## config.mk

```make
export PLATFORM = sky130hd
export DESIGN_NAME = uart_rx_ctrl
export DESIGN_NICKNAME = d
export VERILOG_FILES = /design/src/rtl/uart_rx_ctrl.sv
export SDC_FILE = /design/constraint.sdc
export NUM_CORES = 1
export LEC_CHECK = 0
export ABC_AREA = 1
export CAP_MARGIN = 20
export CORE_ASPECT_RATIO = 0.9
export CORE_MARGIN = 3
export CORE_UTILIZATION = 45
export CTS_BUF_LIST = sky130_fd_sc_hd__clkbuf_4
export DETAILED_ROUTE_END_ITERATION = 16
export GPL_ROUTABILITY_DRIVEN = 0
export MAX_ROUTING_LAYER = met4
export PLACE_DENSITY = 0.78
export SLEW_MARGIN = 20
export SYNTH_ARGS = -nofsm -noshare
export SYNTH_HDL_FRONTEND = slang
export SYNTH_SLANG_ARGS = --single-unit
export TNS_END_PERCENT = 50
```

## constraint.sdc

```tcl
create_clock -name CLK -period 3.95 [get_ports CLK]
set_input_delay 0.5925 -clock CLK [delete_from_list [all_inputs] [get_ports CLK]]
set_output_delay 0.5925 -clock CLK [all_outputs]
set_load 0.01 [all_outputs]
```

## src/rtl/uart_rx_ctrl.sv

```systemverilog
// UART receive frame controller: start detect, oversampling edge count,
// data deserialisation, parity/stop checking and result reporting.
module uart_rx_ctrl #(
    parameter int PRESCALE_WIDTH = 6,
    parameter int DATA_WIDTH     = 8
) (
    input  logic                      CLK,
    input  logic                      RST,
    input  logic                      RX_IN,
    input  logic [PRESCALE_WIDTH-1:0] Prescale,
    input  logic                      PAR_EN,
    input  logic                      PAR_TYP,
    input  logic                      sampled_bit,
    output logic [PRESCALE_WIDTH-1:0] edge_cnt,
    output logic                      dat_samp_en,
    output logic [DATA_WIDTH-1:0]     P_DATA,
    output logic                      data_valid,
    output logic                      par_err,
    output logic                      stp_err
);

    localparam int BCW = (DATA_WIDTH > 1) ? $clog2(DATA_WIDTH) : 1;

    typedef enum logic [2:0] {
        S_IDLE,
        S_START,
        S_DATA,
        S_PARITY,
        S_STOP
    } state_t;

    state_t                    state_q, state_d;
    logic [PRESCALE_WIDTH-1:0] edge_cnt_q, edge_cnt_d;
    logic [BCW-1:0]            bit_cnt_q, bit_cnt_d;
    logic [DATA_WIDTH-1:0]     shift_q, shift_d;
    logic [DATA_WIDTH-1:0]     p_data_q, p_data_d;
    logic                      data_valid_q, data_valid_d;
    logic                      par_err_q, par_err_d;
    logic                      stp_err_q, stp_err_d;
    logic                      par_fail_q, par_fail_d;
    logic                      bit_end;

    assign bit_end = (edge_cnt_q == Prescale - PRESCALE_WIDTH'(1));

    always_ff @(posedge CLK or negedge RST) begin
        if (!RST) begin
            state_q      <= S_IDLE;
            edge_cnt_q   <= '0;
            bit_cnt_q    <= '0;
            shift_q      <= '0;
            p_data_q     <= '0;
            data_valid_q <= 1'b0;
            par_err_q    <= 1'b0;
            stp_err_q    <= 1'b0;
            par_fail_q   <= 1'b0;
        end else begin
            state_q      <= state_d;
            edge_cnt_q   <= edge_cnt_d;
            bit_cnt_q    <= bit_cnt_d;
            shift_q      <= shift_d;
            p_data_q     <= p_data_d;
            data_valid_q <= data_valid_d;
            par_err_q    <= par_err_d;
            stp_err_q    <= stp_err_d;
            par_fail_q   <= par_fail_d;
        end
    end

    always_comb begin
        state_d      = state_q;
        edge_cnt_d   = '0;
        bit_cnt_d    = bit_cnt_q;
        shift_d      = shift_q;
        p_data_d     = p_data_q;
        data_valid_d = 1'b0;
        par_err_d    = 1'b0;
        stp_err_d    = 1'b0;
        par_fail_d   = par_fail_q;

        if (state_q != S_IDLE) begin
            edge_cnt_d = bit_end ? '0 : edge_cnt_q + PRESCALE_WIDTH'(1);
        end

        unique case (state_q)
            S_IDLE: begin
                par_fail_d = 1'b0;
                // The detect cycle itself is edge 0 of the start bit.
                if (!RX_IN) begin
                    state_d    = S_START;
                    edge_cnt_d = PRESCALE_WIDTH'(1);
                end
            end
            S_START: begin
                if (bit_end) begin
                    if (sampled_bit) begin
                        state_d = S_IDLE;
                    end else begin
                        state_d   = S_DATA;
                        bit_cnt_d = '0;
                    end
                end
            end
            S_DATA: begin
                if (bit_end) begin
                    shift_d   = DATA_WIDTH'({sampled_bit, shift_q} >> 1);
                    bit_cnt_d = bit_cnt_q + BCW'(1);
                    if (bit_cnt_q == BCW'(DATA_WIDTH - 1)) begin
                        state_d = PAR_EN ? S_PARITY : S_STOP;
                    end
                end
            end
            S_PARITY: begin
                if (bit_end) begin
                    if (sampled_bit != ((^shift_q) ^ PAR_TYP)) begin
                        par_fail_d = 1'b1;
                    end
                    state_d = S_STOP;
                end
            end
            S_STOP: begin
                if (bit_end) begin
                    state_d   = S_IDLE;
                    stp_err_d = ~sampled_bit;
                    par_err_d = par_fail_q;
                    if (sampled_bit && !par_fail_q) begin
                        data_valid_d = 1'b1;
                        p_data_d     = shift_q;
                    end
                end
            end
            default: begin
                state_d = S_IDLE;
            end
        endcase
    end

    assign edge_cnt    = edge_cnt_q;
    assign dat_samp_en = (state_q != S_IDLE);
    assign P_DATA      = p_data_q;
    assign data_valid  = data_valid_q;
    assign par_err     = par_err_q;
    assign stp_err     = stp_err_q;

endmodule

```

* Word level (Yosys, flattened, before mapping)
Cells that the tools add are included.
** Word-level totals
- Flip-flop bits (word level) :: 32
- Input bits :: 12
- Output and inout port bits :: 18
- Logic and storage cells :: 68
** Operators by class
- $add $sub $neg :: 3
- Eq/ne operators :: 15
- Mux-type cells :: 27
- Bitwise gates (word level) :: 2
- Reduce and logical (&&, ||, !) cells :: 12
** Operator list (number)
- $mux 3 :: 10
- $mux 6 :: 4
- $ne 2x2->1 const B :: 8
- $pmux 3 s5 :: 1
- $mux 1 :: 9
- $reduce_xor 8->1 :: 1
- $add 6x1->6 const B :: 1
- $eq 3x2->1 const B :: 2
- $eq 3x3->1 const B :: 2
- $eq 6x6->1 :: 1
- $pmux 3 s2 :: 1
- $reduce_and 3->1 :: 2
- $reduce_and 6->1 :: 1
- $sub 6x1->6 const B :: 1
- $reduce_and 4->1 :: 1
- $reduce_bool 2->1 :: 2
- $add 3x1->3 const B :: 1
- $eq 3x1->1 const B :: 1
- $logic_not 3->1 :: 1
- $reduce_bool 3->1 :: 1
- $mux 2 :: 1
- $pmux 1 s2 :: 1
- $reduce_and 2->1 :: 1
- $logic_and 1x1->1 :: 1
- 4 further kinds :: 4

* Logic depth before layout (Yosys ltp)
- Depth in word-level cells :: 6
- Mapped depth :: 15
- Depth with buffers taken out :: 14

* Worst setup path before layout
No wires, ideal clock.
- Path kind :: input port to flip-flop
- From :: input port Prescale[0]
- To :: register p_data_q[6] (netlist: P_DATA[6])
- Setup time :: 119 ps
- Data arrival time :: 1860 ps
- Data required time :: 3831 ps
- Slack :: 1971 ps
- Stages :: 12
- Path buffers :: 1
- Cell sequence :: inv_2 > ha_1 > xnor2_1 > nor2_1 > nand2_1 > nor2_4 > nand3_4 > inv_4 > nand2_4 > buf_6 > nand2_2 > o21ai_2
** Between the ends
- Word-level cells in the longest chain between the ends :: 3
** RTL lines
- from (decl) :: line 10 : input logic [PRESCALE_WIDTH-1:0] Prescale,
- $sub 6x1->6 :: line 43 : assign bit_end = (edge_cnt_q == Prescale - PRESCALE_WIDTH'(1));
- $eq 6x6->1 :: line 43
- $reduce_and 3->1 (no line)
- to (signal assigned) :: line 61 : p_data_q <= p_data_d;
- to (decl) :: line 36 : logic [DATA_WIDTH-1:0] p_data_q, p_data_d;
No other way between the ends.
A chain may end at the register's enable or synchronous reset.

* Worst setup path in the final report
- From :: register state_q[2]
- To :: output port dat_samp_en
** Between the ends
- Word-level cells in the longest chain between the ends :: 1
** RTL lines
- from (decl) :: line 32 : state_t state_q, state_d;
- from (signal assigned) :: line 57 : state_q <= state_d;
- $reduce_bool 3->1 :: line 138 : assign dat_samp_en = (state_q != S_IDLE);
- to (decl) :: line 15 : output logic dat_samp_en,
No other way between the ends.

==> metrics.cfg <==
[pwr]
power_frac_seq = 0.382
ir_worst_vdd_v = 0.000290
clockPowerShare = 0.198
power_density_nw_per_um2 = 562
p_int_mw = 0.756
power_switching_mw = 0.517
p_sw_frac = 0.406
cellLeakagePower_nw = 1.22
combPwrFrac = 0.420

[timing]
fin_tns_setup_ns = 0
timing.final.crit_share = 0.570
fin_crit_ns = 2.25
clock.fmax_mhz = 444
hold_violations = 0
slew_violations = 0
rsz0062_at_grt = no
setup_viol_count_final = 0
whs_ns = 0.492
worstMarginPinSlew_ns = 0.398
relSlewSlack = 0.735
clock_skew_ns = 0.00735

[global_route]
grt_pass1_wl_mm = 6.71
antenna_found_initial = 0
grt_usage = 0.185
grt_max_degree = 33
overflow = 0
grt_pass1_vias = 1569

[synth]
netlist_top_cells_area = dfrtp_1, nand2_1, inv_1
synth_cell_types = 28
yosysMostFrequentCell = nand2_1
synthXorXnorAreaFrac = 0.0189
synthAdderAreaFrac = 0.0270
yosys_warnings = 0
netlist_area_um2 = 1850
synthArstFlopShare = 1.00
ys.flop_type = dfrtp_1
synthSimpleGateAreaFrac = 0.341
synth_nets = 262
synth_area_leader_cell = dfrtp_1
syn-mean-instance-area_um2 = 7.53
synth_top_area_share = 0.432
synth_seq_area_share = 0.432
synth_top_family_by_area = simple AND/OR/NAND/NOR gates
synth_edf_count = 0
synthMuxAreaShare = 0
synth_compound_area_frac = 0.0858
synth_cells = 246
synth_seq_cells = 32
synthTopCellsByCount = nand2_1, inv_1, dfrtp_1

[critical_path]
worstRegToRegCells = 8
ff2ff_setup_slack_ns = 2.33
critPathCaptureType = output pin
critPathLaunchType = flip-flop
worst-setup-path-type = reg2out
timing.rr.end = P_DATA[1]
crit_fanout = 5
critPathRequiredTime_ns = 3.36
r2r_start = edge_cnt[5]
arrival_ns = 1.66

[cts]
clk_pin_slew_ns = 0.10
numCtsBuffers = 5
post_cts_buffers = 0
h-tree-depth = 2
clock_latency_ns = 0.33
tritoncts = done
cts_sinks = 32
cts_resized = 0
cts-hold-fix-buffers = 0
clockBufferDepth = 2
clockRootBuffer = clkbuf_4

[hold_path]
hold_path_depth = 2
hp-class = reg2reg
worstHoldStart = bit_cnt_q[2]
holdPathEnd = bit_cnt_q[2]

[floorplan]
die-area_um2 = 4920
die_h_um = 66.9
initial_utilization = 0.483
rows = 21
dieWidth_um = 73.6
pin_count = 30
coreArea_um2 = 3840

[cells_and_area]
regArea_um2 = 801
nFillCells = 360
num-nets-final = 297
drive_gt1_frac = 0.103
area_growth_pct = 22.3
final_util = 0.590
design_area_um2 = 2260
multiInputGateArea_um2 = 876
n_antenna_cell = 0

[run]
drv_cap = 0

[route]
wl_mm = 3.75
viasPerCell = 4.95
drcViolationCount = 0
detail-route-antenna-nets = 0
wl_per_cell_um = 11.4
first_pass_iters = 4
vias = 1624
drt-initial-drc-count = 102

[place]
post_dp_cell_area_um2 = 2180
port_buffers = 29
dp_hpwl_mm = 2.83

[run_status]
outcome = finished clean

-- kinds of logic (layout without fill, tap and decap cells) --
group | Yosys count | after routing
AOI/OAI and AO/OA | 25 | 25
xor gates and xnor gates | 4 | 4
adders and majority gates | 4 | 4
buffers and inverters | 42 | 78
DFF | 32 | 32
and+or+nand+nor | 139 | 139
-- flip-flops by register name, summed over array words and instances (netlist names) --
register    cells
edge_cnt        6
P_DATA          8
state_q         3
bit_cnt_q       3
stp_err         1
par_err         1
shift_q         8
par_fail_q      1
data_valid      1
-- layout by cell type (no fill, tap or decap), drive strengths merged --
cell type / instances
nand2: 97
inv: 40
dfrtp: 32
clkdlybuf4s50: 29
o21ai: 21
nand3: 19
nor2: 12
clkbuf: 6
nor3: 5
ha: 4
nand4: 3
xnor2: 2
a21oi: 2
nand3b: 2
xor2: 2
o22ai: 1
or2: 1
o211ai: 1
bufinv: 1
clkinv: 1
buf: 1
-- critical path, cell delays in order (launching register included) --
cell,delay [ns]
dfrtp_1,0.45
nor2_1,0.20
nand2_1,0.16
clkdlybuf4s50_1,0.52
-- layer usage --
layer | global-route usage | wire (um) | vias to the layer above
met5 | - | 0 | -
met4 | 0.0724 | 38 | 0
met3 | 0.0558 | 217 | 4
met2 | 0.291 | 1770 | 35
met1 | 0.223 | 1720 | 749
li1 | - | - | 836
-- worst max path at each step --
stage | start | endpoint | slack (ns) | cells past startpoint
3_3_place_gp | Prescale[0] | P_DATA[3] | 1.41 | 12
5_1_grt | Prescale[0] | shift_q[2] | 1.55 | 11
4_1_cts | state_q[2] | dat_samp_en | 1.70 | 3
3_5_place_dp | Prescale[0] | P_DATA[4] | 1.36 | 12
6_report | state_q[2] | dat_samp_en | 1.70 | 3
2_1_floorplan | Prescale[0] | P_DATA[6] | 1.97 | 12
-- through the flow --
step / std cells / setup slack, ns / total power, mW
4_1_cts: 328 / 1.70 / 1.28
3_3_place_gp: 320 / 1.41 / 1.01
5_1_grt: 328 / 1.55 / 1.40
6_report: 328 / 1.70 / 1.27
3_5_place_dp: 320 / 1.36 / 1.03
2_1_floorplan: 246 / 1.97 / 0.851
-- area by class of cell --
| cell class | count | area share |
|---|---|---|
| Clock inverter | 2 | 0.0155 |
| Tap cell | 46 | 0.0254 |
| Timing Repair Buffer | 30 | 0.131 |
| Sequential cell | 32 | 0.354 |
| Inverter | 40 | 0.0674 |
| Clock buffer | 6 | 0.0199 |
| Multi-Input combinational cell | 172 | 0.387 |
-- power by group through the flow --
stage | clock network [mW] | registers (mW) | logic (mW)
5_1_grt | 0.274 | 0.498 | 0.629
3_3_place_gp | 0 | 0.487 | 0.520
2_1_floorplan | 0 | 0.485 | 0.366
3_5_place_dp | 0 | 0.492 | 0.534
4_1_cts | 0.259 | 0.486 | 0.538
6_report | 0.252 | 0.486 | 0.535
Note: power is estimated with default switching activity, not from simulation.
